**src/rtl/itrx_apbm_spi_pclk_gen.sv**
```systemverilog
// Divided peripheral clock-enable generator running on the SPI serial clock.
// Optional per-frame pclk_en counter: define ITRX_APBM_SPI_PCLK_EDGE_CNT_EN.
module itrx_apbm_spi_pclk_gen #(
    parameter int CPOL_MODE = 0,
    parameter int CPHA_MODE = 1,
    parameter int DIV_W     = 3
) (
    input  logic             sclk,
    input  logic             rst_n,
    input  logic             cs_n,
    input  logic             start,
    input  logic             pwrite,
    input  logic [DIV_W-1:0] div_m1,
    input  logic [DIV_W-1:0] wr_pha,
    input  logic [DIV_W-1:0] rd_pha,
    output logic             pclk_en,
    output logic             pclk_re_e,
    output logic             pclk_div,
    output logic             busy,
    output logic [7:0]       edge_cnt,
    output logic [1:0]       state_dbg
);

    // Frame protocol: start is a single-cycle pulse sampled only in IDLE with
    // cs_n low; cs_n high ends the frame on the next edge from any state.
    typedef enum logic [1:0] {
        ST_IDLE  = 2'd0,
        ST_ALIGN = 2'd1,
        ST_RUN   = 2'd2
    } state_t;

    localparam bit SCLK_INV = (CPOL_MODE == CPHA_MODE);

    logic             sclk_loc;
    state_t           state;
    logic [DIV_W-1:0] cnt;
    logic [DIV_W-1:0] div_q;
    logic [DIV_W-1:0] pha_sel;
    logic [DIV_W-1:0] pha_clamp;
    logic [DIV_W-1:0] cnt_nxt;
    logic [DIV_W:0]   half;
    logic             active;
    logic             hit;
    logic             div_hi;

    assign sclk_loc  = SCLK_INV ? ~sclk : sclk;
    assign state_dbg = state;

    always_comb begin
        pha_sel   = pwrite ? wr_pha : rd_pha;
        pha_clamp = (pha_sel > div_m1) ? div_m1 : pha_sel;
        active    = (state != ST_IDLE);
        hit       = (cnt == div_q);
        cnt_nxt   = hit ? '0 : cnt + DIV_W'(1);
        // ceil((div_q+1)/2), one bit wider so div_q = all-ones does not wrap
        half      = ({1'b0, div_q} + (DIV_W+1)'(2)) >> 1;
        div_hi    = (div_q != '0) && ({1'b0, cnt_nxt} < half);
        pclk_re_e = active && hit && !cs_n;
    end

    always_ff @(posedge sclk_loc or negedge rst_n) begin
        if (!rst_n) begin
            state    <= ST_IDLE;
            cnt      <= '0;
            div_q    <= '0;
            pclk_en  <= 1'b0;
            pclk_div <= 1'b0;
            busy     <= 1'b0;
        end else if (cs_n) begin
            state    <= ST_IDLE;
            cnt      <= '0;
            pclk_en  <= 1'b0;
            pclk_div <= 1'b0;
            busy     <= 1'b0;
        end else begin
            case (state)
                ST_IDLE: begin
                    pclk_en  <= 1'b0;
                    pclk_div <= 1'b0;
                    if (start) begin
                        state <= ST_ALIGN;
                        div_q <= div_m1;
                        cnt   <= pha_clamp;
                        busy  <= 1'b1;
                    end else begin
                        busy  <= 1'b0;
                    end
                end
                ST_ALIGN, ST_RUN: begin
                    cnt      <= cnt_nxt;
                    pclk_en  <= hit;
                    busy     <= 1'b1;
                    // The divided clock only starts once RUN is entered, aligned to pclk_en
                    pclk_div <= ((state == ST_RUN) || hit) && div_hi;
                    if (hit) state <= ST_RUN;
                end
                default: begin
                    state    <= ST_IDLE;
                    pclk_en  <= 1'b0;
                    pclk_div <= 1'b0;
                    busy     <= 1'b0;
                end
            endcase
        end
    end

`ifdef ITRX_APBM_SPI_PCLK_EDGE_CNT_EN
    logic frame_start;
    assign frame_start = (state == ST_IDLE) && !cs_n && start;

    // Counts in step with pclk_en, so the value includes the pulse now visible
    always_ff @(posedge sclk_loc or negedge rst_n) begin
        if (!rst_n) begin
            edge_cnt <= 8'd0;
        end else if (frame_start) begin
            edge_cnt <= 8'd0;
        end else if (pclk_re_e && (edge_cnt != 8'd255)) begin
            edge_cnt <= edge_cnt + 8'd1;
        end
    end
`else
    assign edge_cnt = 8'd0;
`endif

endmodule

```
**config.mk**
```make
export PLATFORM = sky130hd
export DESIGN_NAME = itrx_apbm_spi_pclk_gen
export DESIGN_NICKNAME = d
export VERILOG_FILES = /design/src/rtl/itrx_apbm_spi_pclk_gen.sv
export SDC_FILE = /design/constraint.sdc
export NUM_CORES = 1
export LEC_CHECK = 0
export CAP_MARGIN = 20
export CORE_ASPECT_RATIO = 1.2
export CORE_MARGIN = 2
export CORE_UTILIZATION = 45
export DETAILED_ROUTE_END_ITERATION = 10
export GPL_TIMING_DRIVEN = 0
export HOLD_SLACK_MARGIN = 0.03
export PLACE_DENSITY = 0.78
export SYNTH_ARGS = -nofsm -noshare
export SYNTH_HDL_FRONTEND = slang
export SYNTH_SLANG_ARGS = --single-unit
export TNS_END_PERCENT = 50
```
**constraint.sdc**
```tcl
create_clock -name sclk -period 3.13 [get_ports sclk]
set_input_delay 0.626 -clock sclk [delete_from_list [all_inputs] [get_ports sclk]]
set_output_delay 0.626 -clock sclk [all_outputs]
set_load 0.01 [all_outputs]
```
==> results.txt, run 1 <==
Die area -> 2350 um^2
Register area share after synthesis -> 30.9%
H-tree depth -> 1
# port buffers -> 18
Setup_tns -> 0 ns
Commonest non-fill, non-tap cell in the layout -> clkdlybuf4s50_1
Number of global-route vias before repair -> 738
Most frequent cells in the layout -> clkdlybuf4s50_1, ha_1, dfrtp_1, inv_1
Pre-CTS setup slack -> 0.197 ns
Final period util -> 84.3%
Gr ovfl total -> 0
Final-report hold violation count -> 0
DR WL/cell -> 12.1 um
Non-Filler Instances -> 145
Slew Viols, Final -> 0
Post-synthesis adder-cell area fraction -> 15.5%
Initial antenna violation count -> 0
Placed insts -> 141
Routed vias -> 773
Predominant post-synthesis flop cell -> dfrtp_1
Leakage Power -> 0.539 nW
Overall routing resource usage -> 17.6%
Area of the core -> 1850 um^2
CTS buffer count -> 3
Setup bufs post-CTS -> 0
Root Driver -> clkbuf_4
Slew of the pin with the lowest slew margin -> 0.513 ns
WHS -> 0.574 ns
VDD IR max -> 433 uV
Post-synthesis sequential element count -> 11
Final setup viols -> 0
CP Buf/Inv Count -> 1
Die width -> 44.6 um
Cell Area, Placed -> 1120 um^2
Post-synth cell types -> 30
CP startpoint -> pwrite
Post-route ant nets -> 0
Combinational family with the most area after synthesis -> adder cells
Final #Nets -> 152
Routed wire length -> 1760 um
Chip height -> 52.7 um
Crit. End Element -> register
Rel. slew slack -> 65.7%
First-pass iteration count of the detailed router -> 4
Min-delay src -> div_q[0]$_DFFE_PN0P_
TritonCTS Sinks -> 11
Final worst slack -> 0.491 ns
Startpoint Class -> input pin
Hold_buf cts -> 0
I/O pin cnt -> 28
CP arrival -> 2.81 ns
Hold Path Class -> register to register
Reg clk slew, reported paths -> 0.07 ns
Largest delay share family, worst path -> compound AO/OA/AOI/OAI gates
Reg-to-reg critical path startpoint -> state_dbg[1]$_DFFE_PN0P_
ANT cells -> 0
Compound-Gate Fraction of Synth Area -> 13.1%
Worst Clk Skew -> 0.00245 ns
Slowest cell on crit path -> clkdlybuf4s50_1
Simple-gate area share of the yosys netlist -> 13.6%
Minimum clock period -> 2.64 ns
Cell Area, Synth -> 890 um^2
Worst-path fanout max -> 3
Dpl hpwl -> 1480 um
CTS Buffer Depth -> 2
Kind of critical path -> input pin to register
FF-to-FF setup slack -> 1.09 ns
Warnings, synthesis -> 0
Routability congestion estimate -> 0.757
Final Power -> 0.892 mW
Number of synthesized flops with an enable pin -> 0
Mapped Avg Cell Area -> 9.17 um^2
Max Cap Viol -> 0
Cts repair resizes -> 0
P&R area growth vs syn -> 28.8%
Synth async-reset ratio -> 100%
Syn Inst Count -> 97
Starting density of the core -> 48.1%
Sequence of cells on the critical path -> clkdlybuf4s50_1 > mux2_2 > ha_1 > nor2b_1 > o21ai_1 > a32oi_1 > mux2i_1 > a311oi_1
Status -> finished, final reports clean
Final core utilization -> 61.9%
First-pass GRT wire length -> 3020 um
RSZ-0062 raised after global routing -> false
DRT iter0 DRCs -> 9
FMAX -> 379 MHz
Synth Area in XOR/XNOR -> 2.95%
Filler instances -> 169
Largest net degree at the start of global routing -> 12
CP max stage delay -> 0.54 ns
TritonCTS clock tree -> done
Worst-skew pair later-pin latency -> 0.27 ns
Critical Path RT -> 3.30 ns
Layout cells sized above 1 -> 14.3%
PwrDens -> 778 nW/um^2
Row cnt -> 17
Post-route DRC -> 0
Vias/cell -> 5.33
Post-synthesis mux area share -> 12.0%
Final instance area -> 1150 um^2
==> cell type report <==
type / count / area [um^2] / area share, %
multi-input combinational: 74 / 538 / 46.9
buffer: 10 / 68.8 / 6.00
sequential: 11 / 275 / 24.0
clock buffer: 4 / 26.3 / 2.29
inverter: 9 / 33.8 / 2.95
tap: 19 / 23.8 / 2.07
timing repair buffer: 18 / 180 / 15.7
==> flip-flops by register name (all words and copies together) (netlist names) <==
signal,flops
div_q,3
cnt,3
pclk_div,1
busy,1
pclk_en,1
state_dbg,2
==> power by group <==
part | internal [mW] | leakage [nW] | switching (mW) | total (mW)
Combinational | 0.257 | 0.382 | 0.281 | 0.539
Sequential | 0.195 | 0.142 | 0.0585 | 0.254
Clock | 0.0494 | 0.0150 | 0.0501 | 0.0994
Total | 0.502 | 0.539 | 0.390 | 0.892
==> cell families after synthesis <==
family / after synthesis
AOI/OAI and AO/OA: 18
xor gates and xnor gates: 3
adders and majority gates: 11
buffers and inverters: 19
DFF: 11
muxes: 10
other: 1
and+or+nand+nor: 24
==> metal layers <==
layer / wire length, um / GRT usage, % / up-vias / share of wire (%)
li1: - / - / 382 / -
met1: 686 / 18.0 / 356 / 39
met2: 938 / 32.6 / 29 / 53
met3: 88 / 3.10 / 6 / 5.0
met4: 48 / 9.60 / 0 / 2.7
met5: 0 / 0 / - / 0
==> Yosys cell counts (2+ instances only) <==
master / count / area [um^2]
a211oi_1: 3 / 22.5
a21oi_1: 4 / 20.0
buf_4: 8 / 60.1
dfrtp_1: 11 / 275
ha_1: 11 / 138
inv_1: 9 / 33.8
mux2_2: 5 / 56.3
mux2i_1: 5 / 50.1
nand2_1: 4 / 15.0
nand3_1: 2 / 10.0
nor2_1: 8 / 30.0
nor2b_1: 3 / 18.8
nor3_1: 2 / 10.0
o21ai_0: 3 / 15.0
o21ai_1: 2 / 10.0
xnor2_1: 3 / 26.3
==> path summary, 6_finish.rpt <==
path | endpoint | cells past startpoint
worst max-delay path | cnt[0]$_DFFE_PN0P_ | 8
worst min-delay path | div_q[0]$_DFFE_PN0P_ | 1
worst max register to register | cnt[2]$_DFFE_PN0P_ | 8
worst min register to register | div_q[0]$_DFFE_PN0P_ | 1
max in group asynchronous | state_dbg[0]$_DFFE_PN0P_ | 1
min in group asynchronous | pclk_div$_DFF_PN0_ | 1
==> worst reg2reg max path, cell delays in order, from the launching register on <==
cell	delay [ns]
dfrtp_1	0.43
inv_1	0.09
ha_1	0.27
buf_2	0.19
inv_1	0.10
o21ai_1	0.38
o21ai_0	0.16
a22oi_1	0.23
a211oi_1	0.07
(Power assumes the default switching activity.)
==> run 2: changes to the inputs <==
--- a/config.mk
+++ b/config.mk
@@ -8,11 +8,11 @@
 export CAP_MARGIN = 20
 export CORE_ASPECT_RATIO = 1.2
 export CORE_MARGIN = 2
-export CORE_UTILIZATION = 45
+export CORE_UTILIZATION = 41
 export DETAILED_ROUTE_END_ITERATION = 10
 export GPL_TIMING_DRIVEN = 0
 export HOLD_SLACK_MARGIN = 0.03
-export PLACE_DENSITY = 0.78
+export PLACE_DENSITY = 0.75
 export SYNTH_ARGS = -nofsm -noshare
 export SYNTH_HDL_FRONTEND = slang
 export SYNTH_SLANG_ARGS = --single-unit
==> constraint.sdc (replaced) <==
create_clock -name sclk -period 2.42 [get_ports sclk]
set_input_delay 0.484 -clock sclk [delete_from_list [all_inputs] [get_ports sclk]]
set_output_delay 0.484 -clock sclk [all_outputs]
set_load 0.01 [all_outputs]
==> run 2 against run 1 <==
  * Worst setup slack worse by 0.30 ns
  * Largest cell class unchanged
  * Clock power grew 33%
  * Critical endpoint unchanged
  * Combinational power rose by 34%
  * Largest power group unchanged
  * Count of clock-buffer cells in the layout shrank 1
  * Flip-flop and latch count is the same
==> results.txt, run 2 (same netlist as run 1, synthesis figures left out) <==
ANT cells -> 0 (unchanged)
P&R area growth vs syn -> 33.8%
Routed wire length -> 1820 um (+3.5%)
Vias/cell -> 4.81 (-9.8%)
Storage element area -> 275 um^2 (unchanged)
Worst Clk Skew -> 0.00738 ns (+0.00493 ns)
Hold Path Class -> input pin to async pin
Slew of the pin with the lowest slew margin -> 0.509 ns (-0.00343 ns)
FMAX -> 449 MHz
Rel. slew slack -> 66.0% (+0.23 points)
Slew Viols, Final -> 0 (unchanged)
Final instance area -> 1190 um^2 (+3.8%)
Die area -> 2560 um^2 (+8.9%)
Final period util -> 92.1%
Number of global-route vias before repair -> 734 (-0.54%)
Post-route ant nets -> 0 (unchanged)
First-pass GRT wire length -> 3050 um (+1.1%)
Most frequent cells in the layout -> clkdlybuf4s50_1, ha_1, dfrtp_1, inv_1
Routability congestion estimate -> 0.803 (+6.1%)
Final core utilization -> 58.1% (-3.9 points)
Filler instances -> 180 (+6.5%)
Pre-CTS setup slack -> -0.370 ns (-0.568 ns)
Minimum clock period -> 2.23 ns
Kind of critical path -> input pin to register
Final worst slack -> 0.191 ns (-0.300 ns)
Setup_tns -> 0 ns (unchanged)
Row cnt -> 18 (+1)
DRT iter0 DRCs -> 13 (+4)
Cell Area, Placed -> 1130 um^2 (+1.2%)
Area of the multi-input gates -> 566 um^2 (+5.1%)
Final-report hold violation count -> 0 (unchanged)
PwrDens -> 999 nW/um^2 (+28%)
Root Driver -> clkbuf_4
Reg clk slew, reported paths -> 0.08 ns (about the same)
TritonCTS Sinks -> 11 (unchanged)
Dpl hpwl -> 1460 um (-1.7%)
Post-route DRC -> 0 (unchanged)
Overall routing resource usage -> 17.1% (-0.45 points)
First-pass iteration count of the detailed router -> 4 (unchanged)
Max Cap Viol -> 0 (unchanged)
Status -> finished, final reports clean
Leakage Power -> 0.574 nW (+6.4%)
# port buffers -> 18 (unchanged)
Startpoint Class -> input pin
Routed vias -> 750 (-3.0%)
Crit. End Element -> register
RSZ-0062 raised after global routing -> false
Layout cells sized above 1 -> 18.3% (+4.0 points)
VDD IR max -> 463 uV (+6.9%)
Critical Path RT -> 2.55 ns (-0.75 ns)
Setup bufs post-CTS -> 0 (unchanged)
H-tree depth -> 1 (unchanged)
Commonest non-fill, non-tap cell in the layout -> clkdlybuf4s50_1
DR WL/cell -> 11.7 um (-3.8%)
Largest net degree at the start of global routing -> 12 (unchanged)
Gr ovfl total -> 0 (unchanged)
I/O pin cnt -> 28 (unchanged)
Area of the core -> 2050 um^2 (+11%)
Chip height -> 55.0 um (+4.4%)
Worst-path fanout max -> 3 (unchanged)
Worst-skew pair later-pin latency -> 0.28 ns (about the same)
TritonCTS clock tree -> done
Initial antenna violation count -> 0 (unchanged)
CP arrival -> 2.36 ns (-0.45 ns)
Final #Nets -> 152 (unchanged)
Starting density of the core -> 43.4% (-4.7 points)
CTS buffer count -> 3 (unchanged)
Final setup viols -> 0 (unchanged)
Die width -> 46.5 um (+4.3%)
CTS Buffer Depth -> 2 (unchanged)
==> run 2: changes by cell type in the layout (fill, tap and decap cells not counted) <==
| cell | previous run | this run |
|---|---|---|
| dlymetal6s2s_1 | 0 | 1 |
| clkdlybuf4s50_1 | 18 | 16 |
| xnor2_1 | 3 | 1 |
| a32oi_1 | 1 | 0 |
| a32oi_2 | 0 | 1 |
| nand3_1 | 2 | 1 |
| dlygate4sd2_1 | 0 | 1 |
| clkbuf_1 | 2 | 1 |
| nand3_2 | 0 | 1 |
| xnor2_2 | 0 | 2 |
| clkinv_2 | 0 | 1 |
==> run 2: stage by stage <==
stage | std cells | power (mW) | hold WS (ns)
floorplan | 104 | 0.828 | 0.188
global placement | 152 | 0.986 | 0.549
detailed placement | 152 | 1.01 | 0.564
CTS | 156 | 1.15 | 0.555
global route | 156 | 1.31 | 0.576
finish | 156 | 1.19 | 0.537
==> run 2: critical path: stages <==
cell             delay (ns)
clkdlybuf4s50_1        0.39
mux2_2                 0.28
ha_1                   0.31
nor2b_1                0.16
o21ai_1                0.09
a32oi_2                0.28
mux2i_1                0.25
a311oi_1               0.11
==> run 2: routing by layer <==
metal | vias to the layer above | track usage [%] | part of all wire (%)
li1 | 379 | - | -
met4 | 0 | 12.4 | 0.99
met2 | 21 | 29.6 | 55
met3 | 2 | 1.95 | 3.8
met5 | - | 0 | 0
met1 | 348 | 19.1 | 40
==> run 2: worst paths after layout <==
path / from / to / slack [ns] / cells after the start
max: rd_pha[1] / cnt[0]$_DFFE_PN0P_ / 0.19 / 8
min: rst_n / pclk_div$_DFF_PN0_ / 0.54 / 1
max reg2reg: state_dbg[1]$_DFFE_PN0P_ / cnt[2]$_DFFE_PN0P_ / 0.42 / 8
min reg2reg: div_q[0]$_DFFE_PN0P_ / div_q[0]$_DFFE_PN0P_ / 0.57 / 1
max in group asynchronous: rst_n / cnt[0]$_DFFE_PN0P_ / 1.53 / 1
min in group sclk: div_q[0]$_DFFE_PN0P_ / div_q[0]$_DFFE_PN0P_ / 0.57 / 1
==> run 2: repair_timing <==
| action | CTS | global route |
|---|---|---|
| resized for setup | 2 | 4 |
| hold buffers | 0 | 0 |
| hold endpoints to repair | 0 | 0 |
| endpoints found under the setup margin | 2 | 1 |
| pin swaps | 1 | 0 |
| gates cloned | 0 | 0 |
==> run 2: power by group <==
| group | internal [mW] | switching [mW] |
|---|---|---|
| clock network | 0.0613 | 0.0709 |
| logic | 0.351 | 0.370 |
| registers | 0.252 | 0.0838 |
==> run 2: layout make-up <==
class,count,share of cell area [%]
buffer,10,5.78
clock buffer,3,1.89
clock inverter,1,0.421
inverter,9,2.84
multi-input combinational,74,47.5
sequential,11,23.1
tap,30,3.15
timing repair buffer,18,15.2
